--- config.mk ---
export PLATFORM = sky130hd
export DESIGN_NAME = uart_receiver
export DESIGN_NICKNAME = d
export VERILOG_FILES = /design/src/rtl/uart_receiver.sv
export SDC_FILE = /design/constraint.sdc
export NUM_CORES = 1
export LEC_CHECK = 0
export CAP_MARGIN = 20
export CORE_MARGIN = 3
export CORE_UTILIZATION = 40
export CTS_BUF_LIST = sky130_fd_sc_hd__clkbuf_2
export DETAILED_ROUTE_END_ITERATION = 16
export PLACE_DENSITY = 0.56
export SLEW_MARGIN = 20
export SYNTH_ARGS = -nofsm -noshare
export SYNTH_HDL_FRONTEND = slang
export SYNTH_SLANG_ARGS = --single-unit
--- constraint.sdc ---
create_clock -name clk -period 4.4 [get_ports clk]
set_clock_uncertainty 0.2 [all_clocks]
set_input_delay 0.66 -clock clk [delete_from_list [all_inputs] [get_ports clk]]
set_output_delay 0.66 -clock clk [all_outputs]
set_load 0.005 [all_outputs]
--- src/rtl/uart_receiver.sv ---
// Console UART receive path: 8N1 deserialiser, receive FIFO and a
// two-register 65C02 bus responder with a level interrupt.
module uart_receiver #(
  parameter int BIT_CLOCKS = 43,
  parameter int FIFO_DEPTH = 16
) (
  input  logic        clk,
  input  logic        reset,
  input  logic        enable,
  input  logic [15:0] address,
  input  logic        write_enable,
  input  logic [7:0]  data_in,
  output logic [7:0]  data_out,
  output logic        irq,
  input  logic        rx
);

  localparam int CW = $clog2(BIT_CLOCKS);
  localparam int PW = $clog2(FIFO_DEPTH);

  localparam logic [CW-1:0] C_FULL = CW'(BIT_CLOCKS - 1);
  localparam logic [CW-1:0] C_HALF = CW'(BIT_CLOCKS / 2 - 1);
  localparam logic [PW:0]   C_DEPTH = (PW+1)'(FIFO_DEPTH);

  typedef enum logic [2:0] {
    S_IDLE,
    S_START,
    S_DATA,
    S_STOP,
    S_BREAK
  } state_t;

  logic          r_rx_meta;
  logic          r_rx_s;
  state_t        r_state;
  logic [CW-1:0] r_cnt;
  logic [2:0]    r_idx;
  logic [7:0]    r_shift;

  logic [7:0]    r_mem [FIFO_DEPTH];
  logic [PW-1:0] r_wr_ptr;
  logic [PW-1:0] r_rd_ptr;
  logic [PW:0]   r_count;

  logic          r_ovr;
  logic          r_fe;
  logic          r_irq_en;
  logic [7:0]    r_data_out;

  logic          w_cnt_zero;
  logic          w_stop_smp;
  logic          w_push;
  logic          w_fe_set;
  logic          w_empty;
  logic          w_full;
  logic          w_rd;
  logic          w_pop;
  logic          w_push_ok;
  logic          w_ovr_set;
  logic          w_ctrl_wr;
  logic          w_clr;
  logic          w_irq;
  logic [7:0]    w_status;
  logic [7:0]    w_head;
  logic          w_unused_bits;

  assign w_unused_bits = ^{address[15:1], data_in[7:2]};

  assign w_cnt_zero = (r_cnt == '0);
  assign w_stop_smp = (r_state == S_STOP) && w_cnt_zero;
  assign w_push     = w_stop_smp && r_rx_s;
  assign w_fe_set   = w_stop_smp && !r_rx_s;

  assign w_empty   = (r_count == '0);
  assign w_full    = (r_count == C_DEPTH);
  assign w_rd      = enable && !write_enable;
  assign w_pop     = w_rd && !address[0] && !w_empty;
  // A pop in the same cycle frees the slot a full-FIFO push needs
  assign w_push_ok = w_push && (!w_full || w_pop);
  assign w_ovr_set = w_push && w_full && !w_pop;
  assign w_ctrl_wr = enable && write_enable && address[0];
  assign w_clr     = w_ctrl_wr && data_in[1];

  assign w_irq    = r_irq_en && !w_empty;
  assign w_status = {w_irq, 3'b000, r_fe, r_ovr, w_full, !w_empty};
  assign w_head   = w_empty ? 8'h00 : r_mem[r_rd_ptr];

  assign irq      = w_irq;
  assign data_out = r_data_out;

  always_ff @(posedge clk or negedge reset) begin
    if (!reset) begin
      r_rx_meta <= 1'b1;
      r_rx_s    <= 1'b1;
    end else begin
      r_rx_meta <= rx;
      r_rx_s    <= r_rx_meta;
    end
  end

  always_ff @(posedge clk or negedge reset) begin
    if (!reset) begin
      r_state <= S_IDLE;
      r_cnt   <= '0;
      r_idx   <= '0;
      r_shift <= '0;
    end else begin
      case (r_state)
        S_IDLE: begin
          if (!r_rx_s) begin
            r_state <= S_START;
            r_cnt   <= C_HALF;
          end
        end
        S_START: begin
          if (w_cnt_zero) begin
            if (!r_rx_s) begin
              r_state <= S_DATA;
              r_cnt   <= C_FULL;
              r_idx   <= '0;
            end else begin
              r_state <= S_IDLE;
            end
          end else begin
            r_cnt <= r_cnt - 1'b1;
          end
        end
        S_DATA: begin
          if (w_cnt_zero) begin
            r_shift <= {r_rx_s, r_shift[7:1]};
            r_cnt   <= C_FULL;
            if (r_idx == 3'd7) begin
              r_state <= S_STOP;
            end else begin
              r_idx <= r_idx + 1'b1;
            end
          end else begin
            r_cnt <= r_cnt - 1'b1;
          end
        end
        S_STOP: begin
          if (w_cnt_zero) begin
            r_state <= r_rx_s ? S_IDLE : S_BREAK;
          end else begin
            r_cnt <= r_cnt - 1'b1;
          end
        end
        S_BREAK: begin
          if (r_rx_s) begin
            r_state <= S_IDLE;
          end
        end
        default: r_state <= S_IDLE;
      endcase
    end
  end

  always_ff @(posedge clk or negedge reset) begin
    if (!reset) begin
      for (int i = 0; i < FIFO_DEPTH; i++) begin
        r_mem[i] <= '0;
      end
      r_wr_ptr <= '0;
      r_rd_ptr <= '0;
      r_count  <= '0;
    end else begin
      if (w_push_ok) begin
        r_mem[r_wr_ptr] <= r_shift;
        r_wr_ptr        <= r_wr_ptr + 1'b1;
      end
      if (w_pop) begin
        r_rd_ptr <= r_rd_ptr + 1'b1;
      end
      case ({w_push_ok, w_pop})
        2'b10:   r_count <= r_count + 1'b1;
        2'b01:   r_count <= r_count - 1'b1;
        default: r_count <= r_count;
      endcase
    end
  end

  // Sticky flags: a set landing with a clear wins
  always_ff @(posedge clk or negedge reset) begin
    if (!reset) begin
      r_ovr      <= 1'b0;
      r_fe       <= 1'b0;
      r_irq_en   <= 1'b0;
      r_data_out <= 8'h00;
    end else begin
      if (w_ovr_set) begin
        r_ovr <= 1'b1;
      end else if (w_clr) begin
        r_ovr <= 1'b0;
      end
      if (w_fe_set) begin
        r_fe <= 1'b1;
      end else if (w_clr) begin
        r_fe <= 1'b0;
      end
      if (w_ctrl_wr) begin
        r_irq_en <= data_in[0];
      end
      if (w_rd) begin
        r_data_out <= address[0] ? w_status : w_head;
      end
    end
  end

endmodule

==> metrics.md <==
| Metric | Value |
|---|---|
| # nets final | `about 640` |
| H-Tree Depth | `4` |
| Clock latency on the worst-skew pair | `a little over 0.7 ns` |
| Root Driver | `clkbuf_2` |
| Hold_sp | `rx` |
| Worst-path clk slew | `0.22 ns` |
| Synth Warn # | `0` |
| DP HPWL | `approximately 11,000 um` |
| Congestion Overflow GR | `0` |
| CP required | `4.85 ns` |
| FF-to-FF Start | `r_cnt[0]` |
| Critical Path AT | `4.01 ns` |
| Most common cell on crit path | `ha_1` |
| Fin crit share | `81.1%` |
| Hold Path Class | `in -> reg` |
| Flops & latches, synth | `174` |
| Hold_ws | `0.150 ns` |
| First-pass GRT wire length | `between 20,000 and 30,000 um` |
| Final GP Congestion | `just over 0.8` |
| Routed vias/inst | `~5.4` |
| Antenna violations before repair | `1` |
| Power per cell area | `around 430 nW/um2` |
| Largest net degree at the start of global routing | `96` |
| Clock power frac | `approximately 28%` |
| Clock sinks | `174` |
| Post-Synthesis Cells | `about 590` |
| Reg2reg setup slack | `0.83 ns` |
| Routed WL | `~17,000 um` |
| Post-Syn Nets | `about 640` |
| Comb power frac | `22.2%` |
| Critical path launch point type | `flop` |
| Core Box Area | `between 20,000 and 25,000 um2` |
| Crit path buffers/inverters | `2` |
| Critical path's top delay family | `simple AND/OR/NAND/NOR gates` |
| Die X | `150 um` |
| Reg2reg end | `r_count[4]` |
| Worst vdd ir | `between 0.1 and 0.15 mV` |
| Full die area | `around 23,000 um2` |
| Rows | `52` |
| GRT Util Overall | `about 16%` |
| Starting Density | `between 40% and 50%` |
| # IOs | `38` |
| Ys async rst share | `100%` |
| Vias in the first global route | `a little under 5,000` |
| Crit path time final | `around 3.6 ns` |
| Post-synthesis sequential area ratio | `~52%` |
| Hold-critical path depth | `1` |
| Netlist cell types | `56` |
| Endpoints failing setup | `0` |
| TritonCTS Buffers | `17` |
| Synth cell count leaders | `dfrtp_1, mux2_2, mux4_2` |
| Worst path slowest cell | `dfrtp_1` |
| Crit Path Category | `reg -> reg` |
| Sequential power share | `50.2%` |
| WHS Endpoint | `r_rx_meta` |
| P_int | `~2.7 mW` |
| Max cap viols | `0` |
| RSZ-0062 raised after global routing | `no` |
| Largest stage delay, worst path | `around 0.44 ns` |
| Layout area overhead | `8.40%` |
| Setup TNS | `0 ns` |
| Slew HR | `roughly 40%` |
| Final Hold Vio Count | `0` |
| Most common cell in the netlist | `dfrtp_1` |
| CTS tree | `yes` |
| Fmax | `about 280 MHz` |
| Antenna Nets Post-Route | `0` |
| Drt drc | `0` |
| R2R cell count | `14` |
| WL/cell | `approximately 19 um` |
| Synth top area share | `between 50% and 60%` |
| Max Root-Sink Buffers | `2` |
| Psw | `roughly 1.2 mW` |
| Synth area leader | `dfrtp_1` |
| CP cell instances | `inv_1, ha_1, or3b_4, nor4_4, and3_4, inv_1, ha_1, xor2_1, ha_1, a21o_1, nand2_1, a21o_1, a31oi_1, xor2_1` |
| Actual slew at the worst max-slew pin | `~0.9 ns` |
| Drt pass-1 iters | `7` |
| Fin. max-slew vios | `0` |
| Die Ht | `roughly 150 um` |
| Synth Flop Type | `dfrtp_1` |
| PortBufs | `16` |
| CP Max Fanout | `22` |
| Synthesized area | `8310 um2` |
| Layout cells sized above 1 | `roughly two fifths` |
| Biggest area contributors in the synthesized netlist | `dfrtp_1, mux2_2, mux4_2, ha_1, mux2_4` |
| Status | `finished, final reports clean` |
| Leakage power | `4.24 nW` |
| Switching Fraction | `31.3%` |
| FILL cells | `1,859` |
| Critical Path End Type | `flop` |
| Avg Cell Area, Syn | `about 14 um2` |
| Via count | `4,716` |
| Post-synth EDFFs | `0` |
| DR iter-0 viols | `376` |
==> metrics by stage <==
stage | total power, mW | utilization (%) | instances | worst slack [ns] | area, um2
final | 3.87 | 44.4 | 881 | 0.833 | 9010
after global routing | 4.12 | 44.4 | 881 | 0.557 | 9010
after CTS | 3.94 | 44.4 | 880 | 0.833 | 9010
after detailed placement | 2.85 | 42.7 | 847 | 0.623 | 8660
after global placement | 2.82 | 42.7 | 847 | 0.699 | 8660
after floorplan | 2.53 | - | 594 | 1.03 | 8310
==> layer usage <==
| metal | global-route usage [%] | part of all wire (%) | up-vias |
|---|---|---|---|
| met3 | 3.40 | 2.2 | 12 |
| met2 | 25.9 | 49 | 58 |
| met4 | 3.75 | 0.73 | 0 |
| li1 | - | - | 2172 |
| met5 | 0 | 0 | - |
| met1 | 22.4 | 48 | 2474 |
==> power groups by stage <==
stage,Sequential (mW),Combinational [mW],Clock (mW)
after floorplan,1.83,0.701,0
after global placement,1.97,0.846,0
after detailed placement,1.98,0.872,0
after CTS,1.95,0.876,1.11
after global routing,1.98,0.958,1.18
final,1.95,0.859,1.07
==> worst max path at each step <==
stage | cells past startpoint | slack [ns] | endpoint | startpoint
6_report | 14 | 0.83 | r_count[4] | r_cnt[0]
5_1_grt | 14 | 0.56 | r_count[4] | r_cnt[0]
4_1_cts | 14 | 0.83 | r_count[4] | r_cnt[0]
3_5_place_dp | 13 | 0.62 | r_count[4] | write_enable
3_3_place_gp | 13 | 0.70 | r_count[4] | write_enable
2_1_floorplan | 17 | 1.03 | r_count[4] | r_cnt[0]
==> worst register-to-register path, cell delays in order (launching register included) <==
cell and delay, ns:
dfrtp_1 0.44, inv_1 0.10, ha_1 0.14, or3b_4 0.41, nor4_4 0.33, and3_4 0.44
inv_1 0.10, ha_1 0.30, xor2_1 0.17, ha_1 0.23, a21o_1 0.14, nand2_1 0.05
a21o_1 0.15, a31oi_1 0.17, xor2_1 0.16
==> final cells by class <==
cell class                      instances  area [um2]  area share, %
Timing Repair Buffer                   26         239           2.65
Inverter                               10        37.5          0.417
Multi-Input combinational cell        368        3700           41.0
Antenna cell                            1        2.50         0.0278
Sequential cell                       174        4360           48.4
Tap cell                              270         338           3.75
Clock inverter                         13         243           2.69
Clock buffer                           19        95.1           1.06
==> flip-flops by register name, summed over array words and instances (netlist names), 3 cells and up <==
signal and flops:
r_mem 128, data_out 8, r_shift 8, r_cnt 6, r_count 5, r_rd_ptr 4
r_wr_ptr 4, r_idx 3, r_state 3
==> logic make-up after synthesis <==
| group | synth area share, % |
|---|---|
| buffers and inverters | 3.16 |
| flip-flops | 52.4 |
| adder cells (fa/ha/maj) | 1.81 |
| AND/OR/NAND/NOR | 7.59 |
| AO/OA/AOI/OAI | 5.00 |
| XOR/XNOR | 1.26 |
| multiplexers | 28.8 |
==> layout by cell type (no fill, tap or decap), types with 2 or more instances in the layout <==
cell and instances:
a211oi_1 6, nand2b_1 4, clkdlybuf4s50_1 15, nand3_1 14
and3_2 11, or2_2 2, nand4_1 3, mux2i_1 8
inv_1 10, o22a_1 2, nand2_1 21, xor2_1 5
a31oi_1 4, nor2_1 16, buf_4 9, clkinv_1 3
o21ai_0 11, a21oi_1 14, a21o_1 5, xnor2_1 7
mux4_2 32, nor4_1 2, nor3_1 2, bufinv_16 7
mux2_4 10, a22oi_1 3, clkbuf_2 19, o21a_1 2
ha_1 12, nor2b_1 14, dfstp_2 2, mux2_2 128
and2_1 3, a22o_1 3, nand3_4 4, dfrtp_1 171
==> timing repair <==
| item | CTS | global route |
|---|---|---|
| resized for setup | 0 | 0 |
| setup buffers | 0 | 0 |
| hold buffers | 1 | 0 |
| endpoints found under the hold margin | 93 | 0 |
(Power assumes the default switching activity.)
